--- config.mk ---
export PLATFORM = sky130hd
export DESIGN_NAME = alu_arbiter
export DESIGN_NICKNAME = d
export VERILOG_FILES = /design/src/rtl/alu_arbiter_pkg.sv /design/src/rtl/alu_arbiter_alu.sv /design/src/rtl/alu_arbiter.sv
export SDC_FILE = /design/constraint.sdc
export NUM_CORES = 1
export LEC_CHECK = 0
export ABC_AREA = 1
export CORE_MARGIN = 3
export CORE_UTILIZATION = 35
export CTS_CLUSTER_SIZE = 10
export DETAILED_ROUTE_END_ITERATION = 10
export PLACE_DENSITY_LB_ADDON = 0.3
export SETUP_SLACK_MARGIN = 0.2
export SLEW_MARGIN = 20
export SYNTH_ARGS = -nofsm -noshare
export SYNTH_HDL_FRONTEND = slang
export SYNTH_SLANG_ARGS = --single-unit
--- constraint.sdc ---
create_clock -name clk -period 2.5 [get_ports clk]
set_clock_uncertainty 0.15 [all_clocks]
set_input_delay 0.25 -clock clk [delete_from_list [all_inputs] [get_ports clk]]
set_output_delay 0.25 -clock clk [all_outputs]
set_load 0.05 [all_outputs]
--- src/rtl/alu_arbiter_pkg.sv ---
// Shared definitions for the ALU arbiter: default widths, FSM state encoding
// and the ALU opcode map.
// Latency: n/a (definitions only). Backpressure: n/a.
package alu_arbiter_pkg;

  localparam int WIDTH_DEF = 6;
  localparam int OPW_DEF   = 4;

  typedef enum logic [1:0] {
    S_IDLE = 2'd0,
    S_EXEC = 2'd1,
    S_RESP = 2'd2
  } state_t;

  // ALU opcode map
  localparam logic [3:0] OP_ADD  = 4'h0;  // a + b
  localparam logic [3:0] OP_SUB  = 4'h1;  // a - b
  localparam logic [3:0] OP_AND  = 4'h2;
  localparam logic [3:0] OP_OR   = 4'h3;
  localparam logic [3:0] OP_XOR  = 4'h4;
  localparam logic [3:0] OP_NOR  = 4'h5;
  localparam logic [3:0] OP_NAND = 4'h6;
  localparam logic [3:0] OP_XNOR = 4'h7;
  localparam logic [3:0] OP_SHL  = 4'h8;  // a << b[2:0]
  localparam logic [3:0] OP_SHR  = 4'h9;  // a >> b[2:0], logical
  localparam logic [3:0] OP_SRA  = 4'hA;  // a >>> b[2:0], arithmetic
  localparam logic [3:0] OP_ROL  = 4'hB;  // rotate a left by one
  localparam logic [3:0] OP_NOTA = 4'hC;  // ~a
  localparam logic [3:0] OP_INC  = 4'hD;  // a + 1
  localparam logic [3:0] OP_DEC  = 4'hE;  // a - 1
  localparam logic [3:0] OP_SLTU = 4'hF;  // (a < b) unsigned, result 0/1

endpackage

--- src/rtl/alu_arbiter_alu.sv ---
// Shared combinational ALU: WIDTH-bit operands, 16 opcodes, WIDTH-bit result.
// Latency: 0 cycles (pure combinational). Backpressure: none.
// Ports: a, b operands; op opcode; y result (carry/overflow dropped, no extension).
module alu_arbiter_alu
  import alu_arbiter_pkg::*;
#(
  parameter int WIDTH = WIDTH_DEF,
  parameter int OPW   = OPW_DEF
) (
  input  logic [WIDTH-1:0] a,
  input  logic [WIDTH-1:0] b,
  input  logic [OPW-1:0]   op,
  output logic [WIDTH-1:0] y
);

  localparam int SHW = $clog2(WIDTH);

  logic [SHW-1:0] sh;
  assign sh = b[SHW-1:0];

  always_comb begin
    y = '0;
    case (op)
      OP_ADD:  y = a + b;
      OP_SUB:  y = a - b;
      OP_AND:  y = a & b;
      OP_OR:   y = a | b;
      OP_XOR:  y = a ^ b;
      OP_NOR:  y = ~(a | b);
      OP_NAND: y = ~(a & b);
      OP_XNOR: y = ~(a ^ b);
      OP_SHL:  y = a << sh;
      OP_SHR:  y = a >> sh;
      OP_SRA:  y = $unsigned($signed(a) >>> sh);
      OP_ROL:  y = {a[WIDTH-2:0], a[WIDTH-1]};
      OP_NOTA: y = ~a;
      OP_INC:  y = a + WIDTH'(1);
      OP_DEC:  y = a - WIDTH'(1);
      OP_SLTU: y = {{(WIDTH-1){1'b0}}, (a < b)};
      default: y = '0;
    endcase
  end

endmodule

--- src/rtl/alu_arbiter.sv ---
// Round-robin arbiter sharing one ALU between two requesters; operands are registered before the ALU.
// Latency: accept cycle -> response pulse 2 cycles later; one op per 3 cycles peak.
// Backpressure: reqN_ready only in IDLE for the granted requester; responses cannot be stalled.
// Ports: clk/rst (sync, active-high); req0_*/req1_* valid/ready/a/b/op request channels;
//        rsp0_valid/rsp1_valid one-cycle response pulses sharing rsp_y; busy = FSM not idle.
module alu_arbiter
  import alu_arbiter_pkg::*;
#(
  parameter int WIDTH = WIDTH_DEF,
  parameter int OPW   = OPW_DEF
) (
  input  logic             clk,
  input  logic             rst,
  input  logic             req0_valid,
  output logic             req0_ready,
  input  logic [WIDTH-1:0] req0_a,
  input  logic [WIDTH-1:0] req0_b,
  input  logic [OPW-1:0]   req0_op,
  input  logic             req1_valid,
  output logic             req1_ready,
  input  logic [WIDTH-1:0] req1_a,
  input  logic [WIDTH-1:0] req1_b,
  input  logic [OPW-1:0]   req1_op,
  output logic             rsp0_valid,
  output logic             rsp1_valid,
  output logic [WIDTH-1:0] rsp_y,
  output logic             busy
);

  state_t           state_q, state_d;
  logic             last_grant_q;  // id of the most recent grant; 1 after reset so req0 wins the first tie
  logic             gid_q;         // id owning the operation in flight
  logic [WIDTH-1:0] a_q, b_q, rsp_y_q;
  logic [OPW-1:0]   op_q;
  logic             rsp0_q, rsp1_q;
  logic [WIDTH-1:0] alu_y;

  logic             grant_vld;
  logic             grant_id;

  // Grant decision. Gated by rst so nothing is accepted in a reset cycle.
  always_comb begin
    grant_vld = 1'b0;
    grant_id  = 1'b0;
    if (state_q == S_IDLE && !rst) begin
      if (req0_valid && req1_valid) begin
        grant_vld = 1'b1;
        grant_id  = ~last_grant_q;
      end else if (req0_valid) begin
        grant_vld = 1'b1;
        grant_id  = 1'b0;
      end else if (req1_valid) begin
        grant_vld = 1'b1;
        grant_id  = 1'b1;
      end
    end
  end

  assign req0_ready = grant_vld && !grant_id;
  assign req1_ready = grant_vld &&  grant_id;

  always_comb begin
    state_d = state_q;
    case (state_q)
      S_IDLE:  if (grant_vld) state_d = S_EXEC;
      S_EXEC:  state_d = S_RESP;
      S_RESP:  state_d = S_IDLE;
      default: state_d = S_IDLE;
    endcase
  end

  always_ff @(posedge clk) begin
    if (rst) begin
      state_q      <= S_IDLE;
      last_grant_q <= 1'b1;
      gid_q        <= 1'b0;
      a_q          <= '0;
      b_q          <= '0;
      op_q         <= '0;
      rsp_y_q      <= '0;
      rsp0_q       <= 1'b0;
      rsp1_q       <= 1'b0;
    end else begin
      state_q <= state_d;
      rsp0_q  <= 1'b0;
      rsp1_q  <= 1'b0;
      if (grant_vld) begin
        gid_q        <= grant_id;
        last_grant_q <= grant_id;
        a_q          <= grant_id ? req1_a  : req0_a;
        b_q          <= grant_id ? req1_b  : req0_b;
        op_q         <= grant_id ? req1_op : req0_op;
      end
      // Capturing at the EXEC->RESP edge makes the pulse coincide with the RESP cycle.
      if (state_q == S_EXEC) begin
        rsp_y_q <= alu_y;
        rsp0_q  <= !gid_q;
        rsp1_q  <=  gid_q;
      end
    end
  end

  alu_arbiter_alu #(
    .WIDTH (WIDTH),
    .OPW   (OPW)
  ) u_alu (
    .a  (a_q),
    .b  (b_q),
    .op (op_q),
    .y  (alu_y)
  );

  assign rsp_y      = rsp_y_q;
  assign rsp0_valid = rsp0_q;
  assign rsp1_valid = rsp1_q;
  assign busy       = (state_q != S_IDLE);

endmodule

---- Yosys cells after proc, flatten, opt, wreduce, memory -nomap -nowiden ----
Cells that the tools add are included.
word-level totals
  flip-flop bits (word level) ............. 28
  input port bits ......................... 36
  output and inout bits ................... 11
  word-level logic and storage cells ...... 67
operators by class
  add/sub/neg operators ................... 4
  magnitude comparators ................... 1
  eq/ne operators ......................... 17
  shift operators ......................... 3
  multiplexer cells ....................... 13
  bitwise operators ....................... 9
  reductions and logical operators ........ 11
operator list
  kind                 count
  $pmux 6 s16          1
  $eq 4x4->1 const B   8
  $not 6->6            4
  $eq 4x3->1 const B   4
  $mux 6               2
  $eq 4x2->1 const B   2
  $mux 1               7
  $add 6x1->6 const B  1
  $add 6x6->6          1
  $and 6x6->6          1
  $lt 6x6->1           1
  $or 6x6->6           1
  $shl 6x3->6          1
  $shr 6x3->6          1
  $sshr 6x3->6         1
  $sub 6x1->6 const B  1
  $sub 6x6->6          1
  $xor 6x6->6          1
  $eq 4x1->1 const B   1
  $logic_and 1x1->1    4
  $logic_not 4->1      1
  $mux 4               1
  $pmux 2 s2           1
  $logic_not 1->1      3
  7 further kinds      8

---- Logic depth before layout (Yosys ltp) ----
  depth in word-level cells ............... 6
  mapped depth ............................ 17
  gate-level depth less buffers ........... 16

---- Hierarchy ----
A second synthesis with hierarchy kept.
unflattened totals
  cells, all modules ...................... 521
  area, all modules ....................... 2996.6 µm²
modules (own cells, without submodules)
  module           instances  cells an instance  area each (µm²)  sequential area each (µm²)
  alu_arbiter_alu  1          330                1724.2           0.0
  alu_arbiter      1          191                1272.5           560.5

---- Worst setup path before layout ----
OpenSTA, ideal clock, no wires.
  kind .................................... flip-flop to flip-flop
  start ................................... reg b_q[1]
  end ..................................... reg rsp_y_q[5], in the netlist rsp_y[5]
  library setup time ...................... 120 ps
  arrival ................................. 2047 ps
  required time ........................... 2230 ps
  slack ................................... 183 ps
  stages on the path, launching flop included .. 18
  path buffers ............................ 1
  period minus slack after synthesis ...... 2317 ps
  cell sequence ........................... dfxtp_1 > inv_1 > buf_2 > ha_1 > inv_1 > nor2_1 > nand2_1 > xor2_1 > nand2_1 > nand2_1 > ha_1 > nand2_1 > nor2_1 > nand2_1 > o211ai_1 > nand3b_1 > nand3_1 > a21oi_1
on the way
  longest elaborated chain between the ends .. 2
  elaborated cells between the ends (all ways) .. 6
  those cells by class .................... 2 x add/sub; 3 x shift; 1 x mux
ends and longest elaborated chain
  what                                 RTL line               RTL
  start: declaration                   alu_arbiter.sv:33      logic [WIDTH-1:0] a_q, b_q, rsp_y_q;
  start signal: assignment             alu_arbiter.sv:91      b_q <= grant_id ? req1_b : req0_b;
  $sub 6x6->6 (tied with other cells)  alu_arbiter_alu.sv:25  OP_SUB: y = a - b;
  $pmux 6 s16 (*)                      alu_arbiter_alu.sv:23  case (op)
  end signal: assignment               alu_arbiter.sv:96      rsp_y_q <= alu_y;
  end: declaration                     alu_arbiter.sv:33
Mark *: on every way between the ends. The rest lies on a longest branch, timed or not.
A chain may end at the register's enable or synchronous reset.

---- Worst setup path in the final report ----
  start ................................... reg op_q[3]
  end ..................................... reg rsp_y_q[4], in the netlist rsp_y[4]
on the way
  longest elaborated chain between the ends .. 2
  elaborated cells between the ends (all ways) .. 17
  those cells by class .................... 15 x eq/ne; 1 x mux; 1 x reduce/logical
ends and longest elaborated chain
  what                                RTL line               RTL
  start: declaration                  alu_arbiter.sv:34      logic [OPW-1:0] op_q;
  start signal: assignment            alu_arbiter.sv:92      op_q <= grant_id ? req1_op : req0_op;
  $eq 4x4->1 (tied with other cells)  alu_arbiter_alu.sv:23
  $pmux 6 s16 (*)                     alu_arbiter_alu.sv:23
Marks and branches as above.

==> summary.md <==
| Metric | Value |
|---|---|
| Synth warn | 0 |
| Final Setup Violations | 0 |
| Setup crit end kind | flop |
| Starting density of the core | 36.6% |
| Reg-to-Reg Start | op_q[3]$_SDFFE_PP0P_ |
| TritonCTS Buffers | 3 |
| Layout cell share with drive strength beyond 1 | 14.8% |
| Critical Path Start Type | flop |
| Total grt overflow | 0 |
| CTS Root Cell | clkbuf_8 |
| CTS tree | yes |
| Die X | 96.6 um |
| CP max stage delay | 390 ps |
| Synth Cell Area | 2870 sq um |
| # H-tree levels | 1 |
| Vias/cell | 5.20 |
| Vert. Die Dim | 96.6 um |
| Hold path startpoint | gid_q$_SDFFE_PP0P_ |
| Critical path class | flop to flop |
| Row Count | 32 |
| Req. time, crit path | 2550 ps |
| # DRC | 0 |
| Worst Path Arrival | 2360 ps |
| Register area share after synthesis | 19.5% |
| Status | finished clean |
| Syn Nets | 559 |
| Post-DP Area | 3560 sq um |
| Final Cell Area | 3830 sq um |
| Pre-Repair DR Iteration Count | 6 |
| Fin crit period | 2310 ps |
| Antenna-violating nets left | 0 |
| Number of fill cells | 838 |
| Unique masters post-synth | 33 |
| Slew HR | 65.6% |
| Clock slew at reported path FFs | 110 ps |
| R2R Setup Slk | 190 ps |
| Initial DRC count | 320 |
| Hold worst-path end | rsp0_valid$_SDFF_PP0_ |
| Hold Path Cell Cnt | 1 |
| Power density over the cells | 477 nW/um^2 |
| Core Util, Final | 48.8% |
| Largest net degree at the start of global routing | 26 |
| LEAKAGE | 0.00175 uW |
| Latest clock arrival within the worst-skew pair | 280 ps |
| Commonest non-fill, non-tap cells in the layout | 180 x nand2_1, 52 x nor2_1, 44 x clkdlybuf4s50_1 |
| CP max-delay cell | fa_2 |
| Synth-to-layout area growth | 33.1% |
| DP Wirelength | 7.99 mm |
| Initial antenna violation count | 0 |
| Die area | 9330 sq um |
| Max VDD drop | 269 uV |
| Post-synthesis cell count | 496 |
| PortBufs | 46 |
| Max frequency | 433 MHz |
| Boundary Pins | 47 |
| Hold crit path type | flop to flop |
| Commonest non-fill, non-tap cell in the layout | nand2_1 |
| Max-Cap Viols | 0 |
| Max FO, Critical Path | 5 |
| Syn_area_per_cell | 5.79 sq um |
| Worst reg-to-reg path cell count | 15 |
| CTS Sinks | 28 |
| Vias in the first global route | 3330 |
| WL/cell | 15.1 um |
| Final Power | 1830 uW |
| Synth Register Bits | 28 |
| Post-Route WL | 9.99 mm |
| Final-report max-slew violation count | 0 |
| Fin crit share | 92.5% |
| Setup TNS Final | 0 ps |
| Total GRT Usage | 20.3% |
| Final GP Congestion | 1.01 |
| Hold_buf cts | 0 |
| CP cell instances | nand2_4 -> inv_4 -> nand3_4 -> nand2_4 -> ha_4 -> inv_2 -> fa_2 -> nand2_1 -> nand2_1 -> a21oi_2 -> xnor2_1 -> a21oi_1 -> nand3_1 -> nand2_1 -> inv_1 |
| Most used cell, CP | nand2_1 |
| First-pass GRT wire length | 15.9 mm |
| Final net count | 623 |
| Endpoints failing hold | 0 |
| Core area | 7850 sq um |
| Vias post-DR | 3439 |
| Least-Margin Pin Slew | 515 ps |
| R2r endpoint | rsp_y[4]$_SDFFE_PP0N_ |
| Unrepaired setup endpoints after global routing | yes |
| Buffer depth of the longest clock path | 2 |
| Inserted Diodes | 0 |
-- worst max-delay path: cells and delay by family, from the launching register on --
kind	cells	cell delay [ps]
flip-flops	1	380
AND/OR/NAND/NOR	7	600
XOR/XNOR	1	80
adder cells (fa/ha/maj)	2	520
AO/OA/AOI/OAI	2	310
buffers and inverters	3	180
-- sequential cells by signal, indices dropped and copies added (netlist names) --
signal,flops
a_q,6
b_q,6
gid_q,1
last_grant_q,1
op_q,4
rsp0_valid,1
rsp1_valid,1
rsp_y,6
state_q,2
-- cell usage after synthesis (all sizes together) --
cell type,count,area share [%]
o31ai,1,0.26
nor2,59,8.4
clkbuf,5,0.65
o21ai,20,3.5
and2,1,0.30
xor2,1,0.30
inv,51,6.7
or2,2,0.44
nand2,189,25
nor3,5,0.87
buf,10,2.3
o211ai,4,1.0
nand4,6,1.3
a31oi,16,3.5
dfxtp,28,20
a211oi,1,0.26
nand3b,2,0.52
a21oi,21,3.7
xnor2,3,0.91
nand3,41,7.5
ha,25,11
a21boi,1,0.26
fa,2,1.4
o22ai,1,0.22
o21bai,1,0.65
-- logic make-up (layout without fill, tap and decap cells) --
group | Yosys count | after routing | share of synthesized area [%]
and+or+nand+nor | 305 | 305 | 44.1
AOI/OAI and AO/OA | 66 | 66 | 13.3
buffers and inverters | 66 | 129 | 9.58
DFF | 28 | 28 | 19.5
adders and majority gates | 27 | 27 | 12.3
xor gates and xnor gates | 4 | 4 | 1.22
-- routing by layer --
layer  global-route usage, %  share of wire (%)
met5                       0                  0
met1                    26.5                 44
met4                    7.13                3.4
met3                    2.81                6.5
met2                    34.3                 46
-- stage by stage --
stage               hold WS (ps)  cells  setup WS, ps
floorplan                    251    496           220
global placement             259    650           151
detailed placement           264    650         -6.27
CTS                          283    654           216
global route                 323    661          85.3
finish                       284    661           188
-- worst max-delay path by stage --
stage | to | depth (start not counted) | slack [ps] | from
after floorplan | rsp_y[4]$_SDFFE_PP0N_ | 13 | 220 | b_q[1]$_SDFFE_PP0P_
after global placement | rsp_y[4]$_SDFFE_PP0N_ | 14 | 150 | op_q[0]$_SDFFE_PP0P_
after detailed placement | rsp_y[4]$_SDFFE_PP0N_ | 14 | -6 | op_q[0]$_SDFFE_PP0P_
after CTS | rsp_y[4]$_SDFFE_PP0N_ | 15 | 220 | op_q[2]$_SDFFE_PP0P_
after global routing | rsp_y[4]$_SDFFE_PP0N_ | 15 | 90 | op_q[2]$_SDFFE_PP0P_
final | rsp_y[4]$_SDFFE_PP0N_ | 15 | 190 | op_q[3]$_SDFFE_PP0P_
-- layout make-up --
| cell class | count | area [sq um] | share of cell area (%) |
|---|---|---|---|
| Tap cell | 102 | 128 | 3.34 |
| Multi-Input combinational cell | 402 | 2170 | 56.6 |
| Sequential cell | 28 | 577 | 15.1 |
| Clock inverter | 1 | 30.0 | 0.785 |
| Inverter | 51 | 194 | 5.07 |
| Timing Repair Buffer | 74 | 691 | 18.1 |
| Clock buffer | 3 | 41.3 | 1.08 |
-- what timing repair did --
| item | in CTS | in global routing |
|---|---|---|
| gates resized for setup | 8 | 40 |
| setup buffers | 0 | 7 |
| pin swaps | 0 | 18 |
| setup endpoints to repair | 3 | 5 |
-- where the power goes --
| group | internal (uW) | switching, uW | total, uW |
|---|---|---|---|
| registers | 485 | 31.4 | 516 |
| clock network | 215 | 148 | 362 |
| logic | 384 | 563 | 948 |
Note: power is estimated with default switching activity, not from simulation.
